### config.mk
export PLATFORM = sky130hd
export DESIGN_NAME = direction_arbiter
export DESIGN_NICKNAME = d
export VERILOG_FILES = /design/src/rtl/znake_pkg.sv /design/src/rtl/dir_fifo.sv /design/src/rtl/direction_arbiter.sv
export SDC_FILE = /design/constraint.sdc
export NUM_CORES = 1
export LEC_CHECK = 0
export BUFFER_PORTS_ARGS = -buffer_cell sky130_fd_sc_hd__buf_2
export CORE_UTILIZATION = 45
export CTS_CLUSTER_DIAMETER = 40
export DETAILED_ROUTE_END_ITERATION = 7
export GPL_ROUTABILITY_DRIVEN = 0
export PLACE_DENSITY = 0.76
export SYNTH_ARGS = -nofsm -noshare
export SYNTH_HDL_FRONTEND = slang
export SYNTH_SLANG_ARGS = --single-unit
### constraint.sdc
create_clock -name i_clk -period 2.4 [get_ports i_clk]
set_clock_uncertainty 0.15 [all_clocks]
set_input_delay 0.24 -clock i_clk [delete_from_list [all_inputs] [get_ports i_clk]]
set_output_delay 0.24 -clock i_clk [all_outputs]
set_load 0.1 [all_outputs]
### src/rtl/znake_pkg.sv
// Shared direction definitions for the snake game: 2-bit direction type,
// named direction constants and the opposite-direction helper.
package znake_pkg;

    typedef logic [1:0] dir_t;

    localparam dir_t DIR_UP    = 2'b00;
    localparam dir_t DIR_DOWN  = 2'b01;
    localparam dir_t DIR_LEFT  = 2'b10;
    localparam dir_t DIR_RIGHT = 2'b11;

    // The encoding puts each direction next to its opposite, so flipping bit 0 reverses it.
    function automatic dir_t opposite(input dir_t d);
        return d ^ 2'b01;
    endfunction

endpackage

### src/rtl/dir_fifo.sv
// Small synchronous FIFO of directions with occupancy count and a view of the
// most recently written entry (the tail), used by the direction arbiter.
module dir_fifo
    import znake_pkg::*;
#(
    parameter int DEPTH = 2,
    parameter int CW    = $clog2(DEPTH) + 1
) (
    input  logic          clk,
    input  logic          rst,
    input  logic          push,
    input  logic          pop,
    input  dir_t          data,
    output dir_t          head,
    output dir_t          tail,
    output logic [CW-1:0] count,
    output logic          full,
    output logic          empty
);

    localparam int AW = $clog2(DEPTH);

    dir_t          mem [DEPTH];
    logic [AW-1:0] rd_ptr;
    logic [AW-1:0] wr_ptr;
    logic          push_ok;
    logic          pop_ok;

    // push/pop are one-cycle requests: a pop on an empty FIFO is ignored, and a
    // push into a full FIFO is accepted only when a pop frees a slot in the same cycle.
    assign full    = (count == CW'(DEPTH));
    assign empty   = (count == '0);
    assign pop_ok  = pop && !empty;
    assign push_ok = push && (!full || pop_ok);

    assign head = mem[rd_ptr];
    assign tail = mem[wr_ptr - AW'(1)];

    always_ff @(posedge clk) begin
        if (push_ok) begin
            mem[wr_ptr] <= data;
        end
    end

    always_ff @(posedge clk) begin
        if (rst) begin
            rd_ptr <= '0;
            wr_ptr <= '0;
            count  <= '0;
        end else begin
            if (push_ok) begin
                wr_ptr <= wr_ptr + AW'(1);
            end
            if (pop_ok) begin
                rd_ptr <= rd_ptr + AW'(1);
            end
            case ({push_ok, pop_ok})
                2'b10:   count <= count + CW'(1);
                2'b01:   count <= count - CW'(1);
                default: count <= count;
            endcase
        end
    end

endmodule

### src/rtl/direction_arbiter.sv
// Arbitrates direction-button presses, filters redundant turns and queues them
// until the game-step strobe applies one. Reversal blocking: DIR_REVERSE_BLOCK_EN.
module direction_arbiter
    import znake_pkg::*;
#(
    parameter int   QUEUE_DEPTH = 2,
    parameter dir_t INIT_DIR    = DIR_RIGHT
) (
    input  logic                         i_clk,
    input  logic                         i_rst,
    input  logic [3:0]                   i_press,
    input  logic                         i_tick,
    output dir_t                         o_dir,
    output logic                         o_turn,
    output logic                         o_drop,
    output logic [$clog2(QUEUE_DEPTH):0] o_qcount
);

    localparam int CW = $clog2(QUEUE_DEPTH) + 1;

    dir_t          cand;
    logic          cand_valid;
    logic [3:0]    cand_mask;
    logic          lost_arb;
    dir_t          tail_dir;
    logic          same_as_tail;
    logic          reverse_hit;
    logic          blocked_full;
    logic          cand_drop;
    logic          drop_any;
    logic          push;
    logic          pop;

    dir_t          fifo_head;
    dir_t          fifo_tail;
    logic [CW-1:0] fifo_count;
    logic          fifo_full;
    logic          fifo_empty;

    // Press bit index equals the direction code, so the winner maps straight onto dir_t.
    always_comb begin
        cand_valid = |i_press;
        cand       = DIR_RIGHT;
        if (i_press[0]) begin
            cand = DIR_UP;
        end else if (i_press[1]) begin
            cand = DIR_DOWN;
        end else if (i_press[2]) begin
            cand = DIR_LEFT;
        end
        cand_mask = 4'b0001 << cand;
        lost_arb  = |(i_press & ~cand_mask);
    end

    always_comb begin
        tail_dir     = fifo_empty ? o_dir : fifo_tail;
        pop          = i_tick && !fifo_empty && !i_rst;
        same_as_tail = (cand == tail_dir);
        blocked_full = fifo_full && !pop;
`ifdef DIR_REVERSE_BLOCK_EN
        reverse_hit  = (cand == opposite(tail_dir));
`else
        reverse_hit  = 1'b0;
`endif
        cand_drop = cand_valid && (same_as_tail || blocked_full || reverse_hit);
        push      = cand_valid && !cand_drop && !i_rst;
        drop_any  = (lost_arb || cand_drop) && !i_rst;
    end

    dir_fifo #(
        .DEPTH (QUEUE_DEPTH),
        .CW    (CW)
    ) u_fifo (
        .clk   (i_clk),
        .rst   (i_rst),
        .push  (push),
        .pop   (pop),
        .data  (cand),
        .head  (fifo_head),
        .tail  (fifo_tail),
        .count (fifo_count),
        .full  (fifo_full),
        .empty (fifo_empty)
    );

    assign o_qcount = fifo_count;

    always_ff @(posedge i_clk) begin
        if (i_rst) begin
            o_dir  <= INIT_DIR;
            o_turn <= 1'b0;
            o_drop <= 1'b0;
        end else begin
            if (pop) begin
                o_dir <= fifo_head;
            end
            o_turn <= pop;
            o_drop <= drop_any;
        end
    end

endmodule
==> flow_summary.ini, run 1 <==
[clock_network]
clk_pin_slew_ps = 80
insertion_delay_ps = 280
clockRootBuffer = clkbuf_4
clock_sinks = 12
cts_buffers = 3
cts_hold_buf = 0
cts_buffer_depth = 2
cts_max_level = 1
cts_tree = built

[global_routing]
grt_use_total_pct = 18.75
grt_max_degree = 11
overflow = 0
antenna_found_initial = 0
grt_pass1_vias = 423
grt_pass1_wl_um = 1814

[min_path]
holdPathEnd = u_fifo.count[1]
hold_class = input pin to register
hold_path_startpoint = i_rst
hold-path-cell-count = 2

[floorplanning]
fp.dieArea_um2 = 1537
io-pin-count = 13
std_cell_rows = 13
die_h_um = 39.21
die_x_um = 39.21
initial_utilization_pct = 47.88
fp.coreArea_um2 = 1301

[setup_path]
critical_path_class = register to register
critPathLaunch = u_fifo.mem[1][0]
worst-path-max-fanout = 2
crit_path_max_incr_delay_ps = 510
reg2reg_slack_ps = -4
crit_slowest_cell = or4_4
worst_r2r_path_depth = 8
r2r-start = u_fifo.mem[1][0]
cp.arrival_ps = 2420
path_cells = mux2_4 -> nor3_2 -> nor4b_1 -> or4_4 -> ha_4 -> buf_4 -> o21ai_0 -> a21oi_2
worst_setup_path_end_kind = register
start_kind = register
r2r-end = u_fifo.count[1]
required_ps = 2410

[timing]
tightestPinTransition_ps = 482.9
fmax_mhz = 416.0
finalMaxSlewViolations = 0
hold_violations = 0
slew-limit-headroom_pct = 68.03
fin_crit_sh_pct = 100.2
layout_setup_ws_ps = -4.018
finalSetupTns_ps = -4.018
hold_ws_ps = 104.3
rsz0062_at_grt = yes
min_period_ps = 2404
finalSetupViolations = 1

[finish]
nNetsFinal = 96
area_growth_pct = 33.53
final_layout_size_suffix_gt1_share_pct = 44.83
fillCellCount = 114
multi_input_area_um2 = 351.6
finalCoreUtilization_pct = 63.94
insertedDiodeCount = 0
stdcell_count = 102
post-route-cell-area_um2 = 832.0
ff_latch_area_um2 = 296.5

[synthesis]
ys_seq_area_share_pct = 44.98
syn-num-nets = 71
yosys.area.top_type = dfxtp_1
synthCells = 63
syn_avg_cell_area_um2 = 9.890
syn-cell-area_um2 = 623.1
netlist.area_leader.share_pct = 25.70
synth-warning-count = 0
ys_ff_latch = 12
synth.top_cells.by_area = dfxtp_1 (26%), edfxtp_1 (19%), nor2_1 (7.8%)
ys_types = 27

[power]
powerDensity_nw_per_um2 = 1279
power.total_mw = 1.064
p_leak_nw = 0.3462
ir_drop_uv = 941.3

[status]
outcome = finished with violations
violations = negative setup slack

[detailed_routing]
vias = 523
drc = 0
drt-initial-drc-count = 14
drt_first_pass_iters = 3
final_antenna_net_count = 0
drt_wl_total_um = 1282
via_per_inst = 5.127
wl_per_cell_um = 12.57

[placed_design]
port-buffer-count = 12
pre_cts_ws_ps = -80.60
dp.cells = 97
dpl_cell_area_um2 = 790.8
dp_hpwl_um = 1002

[flow_run]
cap_violations = 0
## sequential cells by signal, summed over array words and instances, names as in the netlist
| register | count |
|---|---|
| o_turn | 1 |
| u_fifo.wr_ptr | 1 |
| u_fifo.count | 2 |
| o_dir | 2 |
| o_drop | 1 |
| u_fifo.mem | 4 |
| u_fifo.rd_ptr | 1 |
## critical path, delay by kind of cell, from the launching register on
kind,cells,cell delay (ps)
buf+inv,1,130
mux,1,290
compound gates,2,330
fa+ha+maj,1,250
simple gates,3,710
flops,1,410
## worst max path at each step
stage / end / depth (start not counted)
after floorplan: u_fifo.count[1] / 8
after global placement: u_fifo.count[1] / 8
after detailed placement: u_fifo.count[1] / 8
after CTS: u_fifo.count[1] / 8
after global routing: u_fifo.count[1] / 8
final: u_fifo.count[1] / 8
## per-layer routing
metal | up-vias | GRT usage [%] | share of wire [%]
met5 | - | 0 | 0
met2 | 10 | 29.17 | 51
met3 | 4 | 3.468 | 2.5
met4 | 0 | 12.93 | 2.1
met1 | 236 | 22.97 | 45
li1 | 273 | - | -
## cells by family (layout without fill, tap and decap cells)
kind of cell,Yosys count,in the layout,share of synthesized area (%)
fa+ha+maj,2,2,3.614
flops,12,12,44.98
simple gates,25,25,21.89
mux,5,5,8.233
compound gates,11,11,11.04
xor+xnor,5,5,7.029
buf+inv,3,27,3.211
## what timing repair did
item / CTS / global route
setup buffers: 0 / 1
pin swaps: 3 / 0
endpoints found under the setup margin: 1 / 1
resized for setup: 1 / 1
## area by class of cell
type	instances	area share [%]
flip-flops and latches	12	35.64
inverters	1	0.4511
multi-input cells	48	42.26
repair buffers	22	16.24
clock inverters	1	0.4511
well taps	15	2.256
clock buffers	3	2.707
## power by group
| group | switching [mW] | internal (mW) | total, mW |
|---|---|---|---|
| clock network | 0.0734 | 0.0603 | 0.134 |
| registers | 0.0637 | 0.294 | 0.357 |
| logic | 0.372 | 0.200 | 0.573 |
| total | 0.509 | 0.554 | 1.06 |
## cell usage after synthesis, drive strengths merged
cell	instances
nor2	13
dfxtp	8
edfxtp	4
mux2i	4
o21ai	4
a21oi	3
xor2	3
a211o	2
and2b	2
buf	2
nor3	2
or3	2
xnor2	2
a21boi	1
a21o	1
ha	1
inv	1
maj3	1
mux2	1
nand3	1
nor3b	1
nor4b	1
nor4bb	1
or2b	1
or4	1
## cells in the final DEF (no fill, tap or decap), types with 2 or more instances in the layout
cell,count
a211o_1,2
a21oi_1,2
and2b_2,2
buf_2,12
buf_4,10
clkbuf_4,3
dfxtp_1,3
dfxtp_4,4
edfxtp_1,4
mux2i_1,4
nor2_1,13
o21ai_0,3
or3_1,2
xnor2_1,2
xor2_1,3
No activity file was read; power rests on OpenSTA's default activity.
==> inputs of run 2 (changes only) <==
MAX_ROUTING_LAYER = met4   (was default)
==> flow_summary.ini, run 2 (synthesis results as in run 1) <==
[finish]
largestRegisters = u_fifo.mem: 4 flops, o_dir: 2 flops, u_fifo.count: 2 flops
post-route-cell-area_um2 = 832.0
layout_commonest_cell = nor2_1
final_cell_mix = nor2_1 (13), buf_2 (12), buf_4 (10)
area_growth_pct = 33.53
largest_reg_flops = 4
fillCellCount = 114
insertedDiodeCount = 0
regMostFlops = u_fifo.mem
finalCoreUtilization_pct = 63.94
nNetsFinal = 96
final_layout_size_suffix_gt1_share_pct = 44.83

[power]
p_sw_uw = 509.4
powerDensity_nw_per_um2 = 1279
pwr-share-seq_pct = 33.6
pwr-share-clk_pct = 12.6
p_leak_nw = 0.3462
p_int_uw = 554.5
swShare_pct = 47.88
power.total_mw = 1.064
p_comb_share_pct = 53.8
ir_drop_uv = 941.3

[timing]
min_period_ps = 2404
finalMaxSlewViolations = 0
finalSetupTns_ps = -4.016
finalSetupViolations = 1
fin_crit_sh_pct = 100.2
layout_setup_ws_ps = -4.016
slew-limit-headroom_pct = 68.03
rsz0062_at_grt = yes
hold_violations = 0
hold_ws_ps = 104.3
fmax_mhz = 416.0
tightestPinTransition_ps = 482.9

[setup_path]
worst_setup_path_end_kind = register
required_ps = 2410
cp.arrival_ps = 2420
worst-path-max-fanout = 2
start_kind = register
critical_path_class = register to register

[status]
violations = negative setup slack
outcome = finished with violations

[detailed_routing]
via_per_inst = 5.127
dr_wl_met3_um = 32
drt_wl_total_um = 1282
drc = 0
drt_first_pass_iters = 3
drt-initial-drc-count = 14
vias = 523
highest_layer = met4
final_antenna_net_count = 0
wl_met2_um = 650
wl_per_cell_um = 12.57
wl_met1_um = 572

[floorplanning]
std_cell_rows = 13
initial_utilization_pct = 47.88
fp.coreArea_um2 = 1301
die_x_um = 39.21
io-pin-count = 13
die_h_um = 39.21
fp.dieArea_um2 = 1537

[clock_network]
cts_tree = built
insertion_delay_ps = 280
clockRootBuffer = clkbuf_4
cts_buffer_depth = 2
clk_pin_slew_ps = 80
cts_hold_buf = 0
cts_buffers = 3
clock_sinks = 12
cts_max_level = 1

[placed_design]
dpl_cell_area_um2 = 790.8
dp_hpwl_um = 1002
port-buffer-count = 12

[flow_run]
cap_violations = 0

[global_routing]
antenna_found_initial = 0
overflow = 0
grt_max_degree = 11
grt_pass1_vias = 423
grt_use_total_pct = 19.21
grt_pass1_wl_um = 1807

[min_path]
hold_class = input pin to register
run 2: cell counts in the layout (fill, tap and decap cells not counted):
Identical to the previous run, type by type.
run 2: metal layers:
layer | vias to the layer above | GRT usage [%]
met5 | - | -
met4 | 0 | 12.93
li1 | 273 | -
met1 | 236 | 22.97
met3 | 4 | 3.468
met2 | 10 | 29.17
run 2: final cells by class:
| type | count | area, um^2 | share of cell area (%) |
|---|---|---|---|
| clock buffer | 3 | 22.52 | 2.707 |
| tap | 15 | 18.77 | 2.256 |
| clock inverter | 1 | 3.754 | 0.4511 |
| inverter | 1 | 3.754 | 0.4511 |
| sequential | 12 | 296.5 | 35.64 |
| multi-input combinational | 48 | 351.6 | 42.26 |
| timing repair buffer | 22 | 135.1 | 16.24 |
run 2: metrics by stage:
step / worst slack (ps) / instances
2_1_floorplan: 0.8922 / 63
3_3_place_gp: -0.8094 / 97
3_5_place_dp: -80.60 / 97
4_1_cts: -59.48 / 101
5_1_grt: -59.55 / 102
6_report: -4.016 / 102
run 2: power groups by stage:
| stage | clock network, mW | registers, mW | logic (mW) |
|---|---|---|---|
| final | 0.134 | 0.357 | 0.573 |
| after global routing | 0.142 | 0.369 | 0.605 |
| after CTS | 0.139 | 0.358 | 0.565 |
| after detailed placement | 0 | 0.362 | 0.559 |
| after global placement | 0 | 0.357 | 0.549 |
| after floorplan | 0 | 0.576 | 0.227 |
run 2: worst max-delay path: stages (launching register included):
cell	delay (ps)
edfxtp_1	410
mux2_4	290
nor3_2	120
nor4b_1	80
or4_4	510
ha_4	250
buf_4	130
o21ai_0	240
a21oi_2	90
run 2: repair_timing:
action / in CTS / in global routing
buffers inserted: 0 / 1
setup endpoints to repair: 1 / 1
resized for setup: 1 / 1
pin swaps: 3 / 0
run 2: path summary, 6_finish.rpt:
kind / startpoint / endpoint / slack [ps] / cells past startpoint
worst max register to register: u_fifo.mem[1][0] / u_fifo.count[1] / -4 / 8
worst min register to register: o_dir[0] / o_dir[0] / 350 / 1
worst max-delay path: u_fifo.mem[1][0] / u_fifo.count[1] / -4 / 8
worst min-delay path: i_rst / u_fifo.count[1] / 100 / 2
==> inputs of run 3 (changes only) <==
CORE_MARGIN = 2   (was default)
==> flow_summary.ini, run 3 (synthesis results as in run 1) <==
[setup_path]
r2r-start = u_fifo.mem[1][0]
reg2reg_slack_ps = 50
required_ps = 2460
critPathLaunch = u_fifo.mem[1][0]
cp.arrival_ps = 2410
endpoint = u_fifo.count[1]
worst-path-max-fanout = 2
r2r-end = u_fifo.count[1]
worst_setup_path_end_kind = register
worst_r2r_path_depth = 8
critical_path_class = register to register
start_kind = register

[finish]
nNetsFinal = 91
stdcell_count = 97
regMostFlops = u_fifo.mem
post-route-cell-area_um2 = 790.8
largest_reg_flops = 4
layout_commonest_cell = nor2_1
final_cell_mix = nor2_1 (13), buf_2 (12), buf_4 (5)
area_growth_pct = 26.91
insertedDiodeCount = 0
final_layout_size_suffix_gt1_share_pct = 40.24
largestRegisters = u_fifo.mem: 4 flops, o_dir: 2 flops, u_fifo.count: 2 flops

[detailed_routing]
via_per_inst = 5.155
drt_wl_total_um = 1144
drt-initial-drc-count = 9
final_antenna_net_count = 0
vias = 500
wl_per_cell_um = 11.79
drt_first_pass_iters = 2
drc = 0

[power]
pwr-share-seq_pct = 34.0
ir_drop_uv = 777.2
pwr-share-clk_pct = 12.5
p_sw_uw = 498.0
swShare_pct = 47.66
p_leak_nw = 0.3218
p_int_uw = 546.8
p_comb_share_pct = 53.6
power.total_mw = 1.045
powerDensity_nw_per_um2 = 1321

[clock_network]
cts_tree = built
cts_buffer_depth = 2
cts_max_level = 1
insertion_delay_ps = 280
cts_buffers = 3
clock_sinks = 12
clk_pin_slew_ps = 70
cts_hold_buf = 0
clockRootBuffer = clkbuf_4

[floorplanning]
std_cell_rows = 13
io-pin-count = 13
fp.coreArea_um2 = 1301
die_x_um = 41.21
die_h_um = 41.21
initial_utilization_pct = 47.88
fp.dieArea_um2 = 1698

[placed_design]
port-buffer-count = 12
dp.cells = 93
dpl_cell_area_um2 = 760.7
dp_hpwl_um = 861.8

[timing]
finalSetupTns_ps = 0
fin_crit_sh_pct = 97.97
finalMaxSlewViolations = 0
min_period_ps = 2351
fmax_mhz = 425.3
hold_violations = 0
hold_ws_ps = 98.92
rsz0062_at_grt = yes
finalSetupViolations = 0
slew-limit-headroom_pct = 67.53
tightestPinTransition_ps = 490.4

[global_routing]
overflow = 0
grt_max_degree = 11
grt_pass1_wl_um = 1745
grt_pass1_vias = 413
grt_use_total_pct = 17.40
antenna_found_initial = 0

[min_path]
hold_class = input pin to register

[status]
outcome = complete, no violations

[flow_run]
cap_violations = 0
## run 3: cell types whose count changed in the layout (fill, tap and decap cells not counted)
cell,change
a21oi_2,-1
a21oi_1,+1
buf_4,-5
## run 3: what timing repair did
item	4_1_cts	5_1_grt
gates resized for setup	0	1
setup buffers	0	0
setup endpoints to repair	1	2
pin swaps	1	0
## run 3: area by class of cell
class | instances | area, um^2
inverter | 1 | 3.754
sequential | 12 | 296.5
tap | 15 | 18.77
clock inverter | 1 | 3.754
multi-input combinational | 48 | 347.8
timing repair buffer | 17 | 97.59
fill | 109 | 510.5
clock buffer | 3 | 22.52
## run 3: power groups by stage
stage | Combinational [mW] | Sequential [mW] | Clock, mW
after floorplan | 0.227 | 0.576 | 0
after global placement | 0.546 | 0.357 | 0
after detailed placement | 0.555 | 0.360 | 0
after CTS | 0.556 | 0.356 | 0.135
after global routing | 0.600 | 0.369 | 0.140
final | 0.560 | 0.355 | 0.130
## run 3: worst max-delay path: stages, from the launching register on
cell and delay [ps]:
edfxtp_1 390, mux2_4 290, nor3_2 100, nor4b_1 90
or4_4 510, ha_4 180, xnor2_1 130, or3_1 310
a21oi_1 140
## run 3: how the worst min path moves through the flow
stage                  start         endpoint  slack [ps]  cells after the start
finish                 i_rst  u_fifo.count[1]         100                      2
global route           i_rst  u_fifo.count[1]         100                      2
CTS                    i_rst  u_fifo.count[1]          90                      2
detailed placement  o_dir[0]         o_dir[0]         340                      1
global placement    o_dir[1]         o_dir[1]         330                      1
floorplan              i_rst  u_fifo.count[1]         270                      2
## run 3: metal layers
metal / wire [um] / up-vias / global-route usage, %
met5: 0 / - / -
met4: 8 / 0 / 2.419
met3: 67 / 3 / 10.33
met2: 521 / 12 / 26.95
met1: 546 / 225 / 19.74
li1: - / 260 / -
## run 3: through the flow
| stage | utilization [%] | worst slack (ps) |
|---|---|---|
| 2_1_floorplan | - | 0.8922 |
| 3_3_place_gp | 58.46 | 1.142 |
| 3_5_place_dp | 58.46 | -23.08 |
| 4_1_cts | 60.48 | 2.580 |
| 5_1_grt | 60.77 | -65.31 |
| 6_report | 60.77 | 48.68 |
